===== src/rtl/sync_event_arbiter.sv =====
// -----------------------------------------------------------------------------
// sync_event_arbiter
//
// Multi-channel front end for asynchronous strobe/status inputs. Each channel
// is passed through a SYNC_STAGES-deep synchronizer followed by a rising-edge
// detector. Detected edges are latched as pending events and presented one at
// a time to a single consumer over a valid/ready handshake, chosen round-robin.
//
// Optional feature (macro SYNC_EVENT_TIMESTAMP_EN):
//   A free-running TS_W counter timestamps each newly pending event; the
//   timestamp travels with the presented event on evt_ts. Without the macro
//   there is no counter, no timestamp storage and no evt_ts port.
//
// Ports:
//   clk           system clock
//   reset         asynchronous active-low reset, clears all state
//   signal_in     raw asynchronous inputs, one bit per channel
//   sync_level    synchronized level of each channel (last synchronizer stage)
//   evt_valid     an event is presented in the output slot
//   evt_ready     consumer accepts the event at a clk edge when evt_valid is high
//   evt_ch        channel index of the presented event
//   pending       latched events not yet granted to the output slot
//   overflow      sticky: an edge arrived while the channel was already pending
//   overflow_clr  per-channel clear of overflow (a simultaneous set wins)
//   evt_ts        timestamp of the presented event (macro builds only)
// -----------------------------------------------------------------------------
module sync_event_arbiter #(
    parameter int NUM_CH      = 4,
    parameter int SYNC_STAGES = 2,
    parameter int TS_W        = 16
) (
    input  logic                      clk,
    input  logic                      reset,
    input  logic [NUM_CH-1:0]         signal_in,
    output logic [NUM_CH-1:0]         sync_level,
    output logic                      evt_valid,
    input  logic                      evt_ready,
    output logic [$clog2(NUM_CH)-1:0] evt_ch,
    output logic [NUM_CH-1:0]         pending,
    output logic [NUM_CH-1:0]         overflow,
    input  logic [NUM_CH-1:0]         overflow_clr
`ifdef SYNC_EVENT_TIMESTAMP_EN
    ,
    output logic [TS_W-1:0]           evt_ts
`endif
);

    localparam int CH_W = $clog2(NUM_CH);

    if (NUM_CH < 2 || NUM_CH > 16 || SYNC_STAGES < 2 || TS_W < 1) begin : g_param_check
        $error("sync_event_arbiter: NUM_CH must be 2..16, SYNC_STAGES >= 2, TS_W >= 1");
    end

    // Synchronizer chain: index 0 samples the raw pin, SYNC_STAGES-1 is the output.
    logic [SYNC_STAGES-1:0][NUM_CH-1:0] sync_q;
    logic [NUM_CH-1:0]                  prev_q;
    logic [NUM_CH-1:0]                  pulse;

    logic [CH_W-1:0]   last_grant;
    logic              load;
    logic              grant_found;
    logic [CH_W-1:0]   grant_idx;
    logic [NUM_CH-1:0] grant_mask;
    logic [NUM_CH-1:0] held;
    logic [NUM_CH-1:0] pending_next;
    logic [NUM_CH-1:0] overflow_next;

    assign sync_level = sync_q[SYNC_STAGES-1];
    assign pulse      = sync_level & ~prev_q;

    // The slot refills whenever it is empty or its event is being accepted.
    assign load = !evt_valid || evt_ready;

    // Round-robin scan starting one past the last grant, wrapping at NUM_CH.
    // Only the registered pending vector is scanned, so a bit set at this
    // edge cannot be granted until the next one.
    always_comb begin : rr_scan
        int unsigned     idx;
        logic [CH_W-1:0] idx_c;
        grant_found = 1'b0;
        grant_idx   = '0;
        idx         = 0;
        idx_c       = '0;
        for (int unsigned off = 1; off <= NUM_CH; off++) begin
            idx = 32'(last_grant) + off;
            if (idx >= NUM_CH) begin
                idx = idx - NUM_CH;
            end
            idx_c = CH_W'(idx);
            if (!grant_found && pending[idx_c]) begin
                grant_found = 1'b1;
                grant_idx   = idx_c;
            end
        end
    end

    always_comb begin
        grant_mask = '0;
        if (load && grant_found) begin
            grant_mask[grant_idx] = 1'b1;
        end
    end

    // held: pending bits that remain pending after this edge's grant.
    // A new pulse always sets pending (set beats the grant's clear); it only
    // counts as an overflow when the earlier event is still being held.
    assign held          = pending & ~grant_mask;
    assign pending_next  = held | pulse;
    assign overflow_next = (pulse & held) | (overflow & ~overflow_clr);

    always_ff @(posedge clk or negedge reset) begin
        if (!reset) begin
            sync_q     <= '0;
            prev_q     <= '0;
            pending    <= '0;
            overflow   <= '0;
            evt_valid  <= 1'b0;
            evt_ch     <= '0;
            last_grant <= CH_W'(NUM_CH - 1);
        end else begin
            sync_q   <= {sync_q[SYNC_STAGES-2:0], signal_in};
            prev_q   <= sync_level;
            pending  <= pending_next;
            overflow <= overflow_next;
            if (load) begin
                evt_valid <= grant_found;
                if (grant_found) begin
                    evt_ch     <= grant_idx;
                    last_grant <= grant_idx;
                end
            end
        end
    end

`ifdef SYNC_EVENT_TIMESTAMP_EN
    logic [TS_W-1:0]             ts_cnt;
    logic [NUM_CH-1:0][TS_W-1:0] ts_q;
    logic [NUM_CH-1:0]           ts_capture;

    // Capture only when the pulse starts a fresh pending event; an overflowing
    // pulse keeps the older timestamp.
    assign ts_capture = pulse & ~held;

    always_ff @(posedge clk or negedge reset) begin
        if (!reset) begin
            ts_cnt <= '0;
            ts_q   <= '0;
            evt_ts <= '0;
        end else begin
            ts_cnt <= ts_cnt + TS_W'(1);
            for (int unsigned i = 0; i < NUM_CH; i++) begin
                if (ts_capture[CH_W'(i)]) begin
                    ts_q[CH_W'(i)] <= ts_cnt;
                end
            end
            if (load && grant_found) begin
                evt_ts <= ts_q[grant_idx];
            end
        end
    end
`else
    // No timestamp path: the output slot carries only the channel index.
`endif

endmodule


===== config.mk =====
export PLATFORM = sky130hd
export DESIGN_NAME = sync_event_arbiter
export DESIGN_NICKNAME = d
export VERILOG_FILES = /design/src/rtl/sync_event_arbiter.sv
export SDC_FILE = /design/constraint.sdc
export NUM_CORES = 1
export LEC_CHECK = 0
export ABC_AREA = 1
export CAP_MARGIN = 20
export CORE_MARGIN = 2
export CORE_UTILIZATION = 49
export DETAILED_ROUTE_END_ITERATION = 10
export GPL_ROUTABILITY_DRIVEN = 0
export PLACE_DENSITY = 0.77
export SLEW_MARGIN = 10
export SYNTH_ARGS = -nofsm -noshare
export SYNTH_HDL_FRONTEND = slang
export SYNTH_SLANG_ARGS = --single-unit

===== constraint.sdc =====
create_clock -name clk -period 1.91 [get_ports clk]
set_input_delay 0.2865 -clock clk [delete_from_list [all_inputs] [get_ports clk]]
set_output_delay 0.2865 -clock clk [all_outputs]
set_load 0.05 [all_outputs]

==> flow_summary.json, run 1 <==
{
  "antenna_left": 0,
  "cp_max_fo": 2,
  "multi_input_area_sq_um": 463,
  "regArea_sq_um": 628,
  "start_util": 0.531,
  "r2r_start": "last_grant[0]",
  "cts_root_buffer": "clkbuf_4",
  "htreeDepth": 1,
  "area_delta_synth_final_pct": 24.3,
  "rrSetupSlack_ps": 150,
  "die_w_um": 53.7,
  "antenna_found_initial": 0,
  "synth-simple-area-share": 0.352,
  "crit_path_end": "evt_ch[1]",
  "end_kind": "output pin",
  "crit_path_top_delay_cell": "clkdlybuf4s50_1",
  "mostFrequentLayoutCells": "53 x nand2_1, 23 x dfrtp_1, 21 x clkdlybuf4s50_1, 15 x inv_1, 13 x nand3_1",
  "crit_required_ps": 1620,
  "worstPathCellList": "clkdlybuf4s50_1",
  "syn_area_sq_mm": 0.00121,
  "hpwl_um": 1840,
  "diodes": 0,
  "die_h_um": 53.7,
  "critPathMaxStageDelay_ps": 810,
  "pin_count": 26,
  "synthArstFlopShare": 1.00,
  "nFillCells": 181,
  "slew_violations": 0,
  "synth-seq-cells": 25,
  "io_buffers": 25,
  "fin_crit_ps": 1820,
  "row_count": 17,
  "worst_setup_path_start_kind": "register",
  "clock.fmax_mhz": 550,
  "syn_avg_cell_area_sq_um": 8.22,
  "syn_nets": 158,
  "synth_top_family_by_area": "simple AND/OR/NAND/NOR gates",
  "cts_tree": "yes",
  "worst_pin_slew_ps": 505,
  "fin_skew_ps": 6.87,
  "reg2reg_depth": 12,
  "drt_pass1_iterations": 4,
  "cts_buffer_depth": 2,
  "synth_edf_count": 0,
  "synth_compound_area_frac": 0.0290,
  "overflow": 0,
  "grt_pass1_vias": 1037,
  "cts.sinks": 25,
  "setup_viol": 0,
  "muxShareOfSynthArea": 0,
  "seq_area_frac_synth": 0.520,
  "crit_path_start": "evt_ch[1]",
  "rsz0062_at_grt": "no",
  "fin_setup_tns_ps": 0,
  "synth-xor-area-share": 0,
  "coreArea_sq_mm": 0.00228,
  "grt_max_degree": 26,
  "run_status": "finished clean",
  "drtIter0Drc": 37,
  "ys.flop_type": "dfrtp_1",
  "post-route-drc-count": 0,
  "worst-path-buf-inv": 1,
  "cp_top_family": "buffers and inverters",
  "worstSetupPathType": "register to output pin",
  "hold_violations": 0,
  "clk_pin_slew_ps": 140,
  "critical_path_arrival_ps": 1530,
  "dieArea_sq_mm": 0.00288,
  "fin_nets": 184,
  "r2r-end": "overflow[1]",
  "relSlewSlack": 0.662,
  "synthCells": 147,
  "wirelength_um": 2380,
  "drv_cap": 0,
  "finalCritPeriodShare": 0.952,
  "insertion_delay_ps": 320,
  "vias": 1019,
  "cp_num_cells": 1,
  "track_usage": 0.204,
  "synth.distinct_cells": 18,
  "post_drt_wl_per_cell_um": 11.9,
  "grt_pass1_wl_um": 4230,
  "final_common_cell": "nand2_1",
  "drive_above_1_share": 0.169,
  "synth_adder_area_share": 0,
  "worstHoldPathType": "primary input to async pin",
  "viasPerCell": 5.10,
  "yosysWarnings": 0,
  "cts_buffers": 3
}
[logic make-up after synthesis]
logic type             after synthesis
and+or+nand+nor                     90
DFF                                 25
buffers and inverters               25
AOI/OAI and AO/OA                    7
[metal layers]
| layer | vias to the layer above | GRT usage | routed length (um) |
|---|---|---|---|
| met5 | - | 0 | 0 |
| met4 | 0 | 0.128 | 90 |
| met3 | 13 | 0.0306 | 104 |
| met2 | 41 | 0.350 | 1180 |
| met1 | 469 | 0.238 | 1010 |
| li1 | 496 | - | - |
[stage by stage]
step | utilization | hold WS (ps) | instance area [sq um] | setup WS [ps] | instances
after detailed placement | 0.637 | 335 | 1450 | 93.7 | 195
after global routing | 0.660 | 305 | 1500 | 16.8 | 200
final | 0.660 | 290 | 1500 | 92.0 | 200
after global placement | 0.637 | 333 | 1450 | 184 | 195
after CTS | 0.649 | 297 | 1480 | 0.340 | 199
after floorplan | - | -9.09 | 1210 | 204 | 147
[cells in the mapped netlist, types with 2 or more instances]
master	count	area, sq um
buf_4	5	37.5
dfrtp_1	23	576
dfstp_2	2	52.6
inv_1	15	56.3
inv_2	4	15.0
nand2_1	54	203
nand2_2	7	43.8
nand2_4	2	22.5
nand3_1	13	65.1
nand3_2	3	30.0
nor2_1	7	26.3
nor2_4	2	22.5
o21ai_0	3	15.0
o21ai_1	3	15.0
[area by class of cell]
| cell class | count | share of cell area |
|---|---|---|
| flip-flops and latches | 25 | 0.418 |
| repair buffers | 27 | 0.183 |
| clock inverters | 1 | 0.00500 |
| well taps | 28 | 0.0233 |
| inverters | 19 | 0.0475 |
| multi-input cells | 97 | 0.308 |
| clock buffers | 3 | 0.0150 |
[timing repair]
item,4_1_cts,5_1_grt
setup buffers,0,1
hold buffers,0,0
gates cloned,0,0
endpoints found under the setup margin,2,12
pin swaps,0,0
gates resized for setup,2,2
[worst min path at each step]
| stage | startpoint | end | slack (ps) | cells past startpoint |
|---|---|---|---|---|
| CTS | reset | sync_level[1] | 300 | 2 |
| finish | reset | sync_q[1] | 290 | 2 |
| detailed placement | sync_q[1] | sync_level[1] | 330 | 0 |
| floorplan | reset | evt_ch[0] | -9 | 0 |
| global route | reset | sync_level[1] | 310 | 2 |
| global placement | sync_q[1] | sync_level[1] | 330 | 0 |
[registers in the layout, indices dropped and copies added, names as in the netlist]
| register | cells |
|---|---|
| sync_q | 4 |
| last_grant | 2 |
| prev_q | 4 |
| evt_ch | 2 |
| pending | 4 |
| sync_level | 4 |
| overflow | 4 |
| evt_valid | 1 |
Power of run 1 is not shown: default switching activity piles up to over one toggle a cycle in this logic, so the estimate is an artifact.
==> run 2, diff against run 1 <==
- CORE_ASPECT_RATIO: unset -> 1.4
==> run 2 against run 1 <==
Compared with the run above: cell count is 2.0% lower; utilization is 2.8 points lower; critical path type unchanged; clock skew is 1.7 ps higher; first-iteration DRC count is 11% higher; worst hold slack better by 22 ps; sequential share of layout area is 0.21 points higher; cell area is 0.50% lower; worst setup slack better by 11 ps; global-route usage is 2.0 points lower; maximum frequency is 0.62% higher.
==> flow_summary.json, run 2 (synthesis gave the netlist of run 1 again) <==
{
  "cp_top_family": "buffers and inverters",
  "worstPathCellList": "clkdlybuf4s50_1",
  "diodes": 0,
  "cp_num_cells": 1,
  "clk_pin_slew_ps": 130,
  "hpwl_um": 1820,
  "wirelength_um": 2340,
  "antenna_left": 0,
  "fin_nets": 185,
  "die_h_um": 62.8,
  "hold_violations": 0,
  "reg2reg_depth": 12,
  "worst_setup_path_start_kind": "register",
  "post_drt_wl_per_cell_um": 12.0,
  "slew_violations": 0,
  "placed_area_sq_mm": 0.00144,
  "worstSetupPathType": "register to output pin",
  "antenna_found_initial": 0,
  "clock.fmax_mhz": 553,
  "finalCritPeriodShare": 0.946,
  "fin_skew_ps": 8.54,
  "start_util": 0.511,
  "relSlewSlack": 0.659,
  "crit_path_end": "sync_level[0]",
  "run_status": "finished clean",
  "drv_cap": 0,
  "track_usage": 0.184,
  "drive_above_1_share": 0.173,
  "cts_buffers": 3,
  "insertion_delay_ps": 310,
  "critPathMaxStageDelay_ps": 810,
  "worstHoldPathType": "primary input to async pin",
  "pin_count": 26,
  "mostFrequentLayoutCells": "53 x nand2_1, 23 x dfrtp_1, 21 x clkdlybuf4s50_1, 15 x inv_1, 13 x nand3_1",
  "row_count": 21,
  "vias": 1003,
  "cp_max_fo": 3,
  "die_w_um": 46.0,
  "overflow": 0,
  "worst_pin_slew_ps": 511,
  "cts.sinks": 25,
  "crit_path_start": "sync_level[0]",
  "top_layer_used": "met4",
  "wl_met3_um": 59,
  "cts_root_buffer": "clkbuf_4",
  "io_buffers": 25,
  "critical_path_arrival_ps": 1520,
  "dieArea_sq_mm": 0.00289,
  "r2r-end": "pending[0]",
  "coreArea_sq_mm": 0.00236,
  "crit_path_top_delay_cell": "clkdlybuf4s50_1",
  "viasPerCell": 5.12,
  "htreeDepth": 1,
  "grt_max_degree": 26,
  "final_common_cell": "nand2_1",
  "post-route-drc-count": 0,
  "setup_viol": 0,
  "grt_pass1_wl_um": 3990,
  "drt_pass1_iterations": 4,
  "crit_required_ps": 1620,
  "grt_pass1_vias": 1021,
  "worst-path-buf-inv": 1,
  "end_kind": "output pin",
  "rrSetupSlack_ps": 150,
  "drtIter0Drc": 41,
  "fin_crit_ps": 1810,
  "met2WireLength_um": 1330,
  "cts_tree": "yes",
  "cts_buffer_depth": 2,
  "r2r_start": "last_grant[0]",
  "area_delta_synth_final_pct": 23.7,
  "wl_met1_um": 913,
  "fin_area_sq_mm": 0.00150
}
## run 2: changes by cell type in the layout (fill, tap and decap cells not counted), sizes merged
cell	before	now
buf	3	4
clkinv	0	1
clkinvlp	1	0
## run 2: worst register-to-register path, stage by stage, from the launching register on
cell and delay [ps]:
dfstp_2 640, buf_6 140, nand2_1 50, nand2_1 100, nand2_2 80, nand2_4 80, inv_2 50, nand3_1 70
nor2_1 50, nor2_2 170, nand3_2 100, nand2_1 70, o21ai_0 80
## run 2: worst min path at each step
stage | end | slack (ps) | cells after the start
2_1_floorplan | evt_ch[0] | -9 | 0
3_3_place_gp | sync_level[2] | 330 | 0
3_5_place_dp | sync_level[1] | 340 | 0
4_1_cts | sync_level[3] | 300 | 2
5_1_grt | sync_level[3] | 330 | 2
6_report | sync_level[3] | 310 | 2
## run 2: layout make-up
cell class              count  area (sq um)
fillers                   205           870
repair buffers             28           274
multi-input cells          97           463
clock buffers               3          22.5
well taps                  23          28.8
inverters                  19          73.8
clock inverters             1          5.00
flip-flops and latches     25           628
## run 2: repair_timing
item | 4_1_cts | 5_1_grt
endpoints found under the hold margin | 0 | 0
buffers inserted | 0 | 2
pin swaps | 0 | 1
endpoints found under the setup margin | 2 | 9
resized for setup | 2 | 6
hold buffers | 0 | 0
## run 2: metal layers
metal | GRT usage | vias up
met5 | 0 | -
met4 | 0.0750 | 0
met3 | 0.0260 | 6
met2 | 0.326 | 23
met1 | 0.207 | 475
li1 | - | 499
## run 2: per-stage QoR
| stage | setup TNS (ps) | utilization | std cells | hold slack (ps) | worst slack, ps |
|---|---|---|---|---|---|
| after floorplan | 0 | - | 147 | -9.09 | 204 |
| after global placement | 0 | 0.611 | 190 | 334 | 149 |
| after detailed placement | 0 | 0.611 | 190 | 336 | 99.4 |
| after CTS | 0 | 0.621 | 194 | 304 | 1.03 |
| after global routing | -19.2 | 0.632 | 196 | 326 | -7.58 |
| final | 0 | 0.632 | 196 | 312 | 103 |
Power of run 2 is left out for the same reason.
==> run 3, diff against run 2 <==
- CAP_MARGIN: 20 -> unset
- PLACE_DENSITY: 0.77 -> 0.74
==> run 3 against run 2 <==
Compared with the run above: global-route usage decreased by 0.11 points; non-clock buffer count unchanged; clock skew decreased by 7.4 ps; register-to-register slack about the same; cell count unchanged; first-iteration DRC count decreased by 63%; clock-buffer cell count unchanged; flip-flop and latch count unchanged; utilization decreased by 0.42 points; worst setup slack improved by 1.2 ps; via count increased by 0.90%; cell area decreased by 0.67%; critical path type unchanged; critical endpoint is now sync_level[2].
==> flow_summary.json, run 3 (synthesis gave the netlist of run 1 again) <==
{
  "worstPathCellList": "clkdlybuf4s50_1",
  "cp_top_family": "buffers and inverters",
  "slew_violations": 0,
  "mostFrequentLayoutCells": "54 x nand2_1, 23 x dfrtp_1, 21 x clkdlybuf4s50_1, 15 x inv_1, 13 x nand3_1",
  "start_util": 0.511,
  "finalCritPeriodShare": 0.945,
  "dieArea_sq_mm": 0.00289,
  "htreeDepth": 1,
  "fin_skew_ps": 1.10,
  "post-route-drc-count": 0,
  "run_status": "finished clean",
  "critPathMaxStageDelay_ps": 810,
  "setup_viol": 0,
  "cts_hold_buf": 0,
  "placed_area_sq_mm": 0.00144,
  "io_buffers": 25,
  "critical_path_arrival_ps": 1520,
  "fin_nets": 185,
  "crit_path_top_delay_cell": "clkdlybuf4s50_1",
  "antenna_found_initial": 0,
  "rrSetupSlack_ps": 150,
  "post-place-ws_ps": 115,
  "worst-path-buf-inv": 1,
  "die_w_um": 46.0,
  "insertion_delay_ps": 310,
  "grt_pass1_vias": 1015,
  "post_drt_wl_per_cell_um": 11.4,
  "overflow": 0,
  "area_delta_synth_final_pct": 22.9,
  "wirelength_um": 2240,
  "end_kind": "output pin",
  "dp_cells": 190,
  "timing.hold.ws_ps": 311,
  "fin_area_sq_mm": 0.00149,
  "clk_pin_slew_ps": 120,
  "vias": 1012,
  "final_cells": 196,
  "drt_pass1_iterations": 4,
  "die_h_um": 62.8,
  "worst_setup_path_start_kind": "register",
  "worst_slack_ps": 104,
  "worst_pin_slew_ps": 499,
  "fin_crit_ps": 1810,
  "cts_tree": "yes",
  "relSlewSlack": 0.667,
  "clock.fmax_mhz": 554,
  "worstSetupPathType": "register to output pin",
  "coreArea_sq_mm": 0.00236,
  "diodes": 0,
  "grt_pass1_wl_um": 3890,
  "cp_max_fo": 3,
  "crit_required_ps": 1620,
  "cts_buffer_depth": 2,
  "hold_violations": 0,
  "hpwl_um": 1770,
  "row_count": 21,
  "cts_root_buffer": "clkbuf_4",
  "drive_above_1_share": 0.168,
  "worstHoldPathType": "primary input to async pin",
  "pin_count": 26,
  "cts.sinks": 25,
  "cts_buffers": 3,
  "antenna_left": 0,
  "track_usage": 0.183,
  "viasPerCell": 5.16,
  "final_common_cell": "nand2_1",
  "grt_max_degree": 26,
  "drtIter0Drc": 15,
  "drv_cap": 0
}
==> run 3: worst paths after layout <==
| kind | endpoint | depth (start not counted) | start |
|---|---|---|---|
| min in group clk | sync_level[2] | 0 | sync_q[2] |
| hold reg to reg | sync_level[2] | 0 | sync_q[2] |
| max in group asynchronous | last_grant[0] | 2 | reset |
| setup / recovery | sync_level[2] | 1 | sync_level[2] |
| setup reg to reg | pending[0] | 12 | last_grant[0] |
| hold / removal | prev_q[3] | 2 | reset |
==> run 3: layout make-up <==
cell class              instances  area [sq um]
clock buffers                   3          22.5
clock inverters                 1          5.00
fillers                       217           880
inverters                      19          73.8
multi-input cells              97           460
flip-flops and latches         25           628
well taps                      23          28.8
repair buffers                 28           267
==> run 3: through the flow <==
step | utilization | setup TNS (ps)
detailed placement | 0.611 | 0
finish | 0.628 | 0
CTS | 0.621 | 0
global route | 0.628 | -0.286
global placement | 0.611 | 0
floorplan | - | 0
==> run 3: metal layers <==
| metal | track usage | share of wire | vias up |
|---|---|---|---|
| li1 | - | - | 497 |
| met5 | 0 | 0 | - |
| met1 | 0.230 | 0.39 | 475 |
| met4 | 0.121 | 0.035 | 0 |
| met2 | 0.280 | 0.53 | 31 |
| met3 | 0.0260 | 0.038 | 9 |
==> run 3: timing repair <==
| action | 4_1_cts | 5_1_grt |
|---|---|---|
| resized for setup | 3 | 1 |
| endpoints found under the setup margin | 3 | 9 |
| setup buffers | 0 | 2 |
Power of run 3 is left out for the same reason.
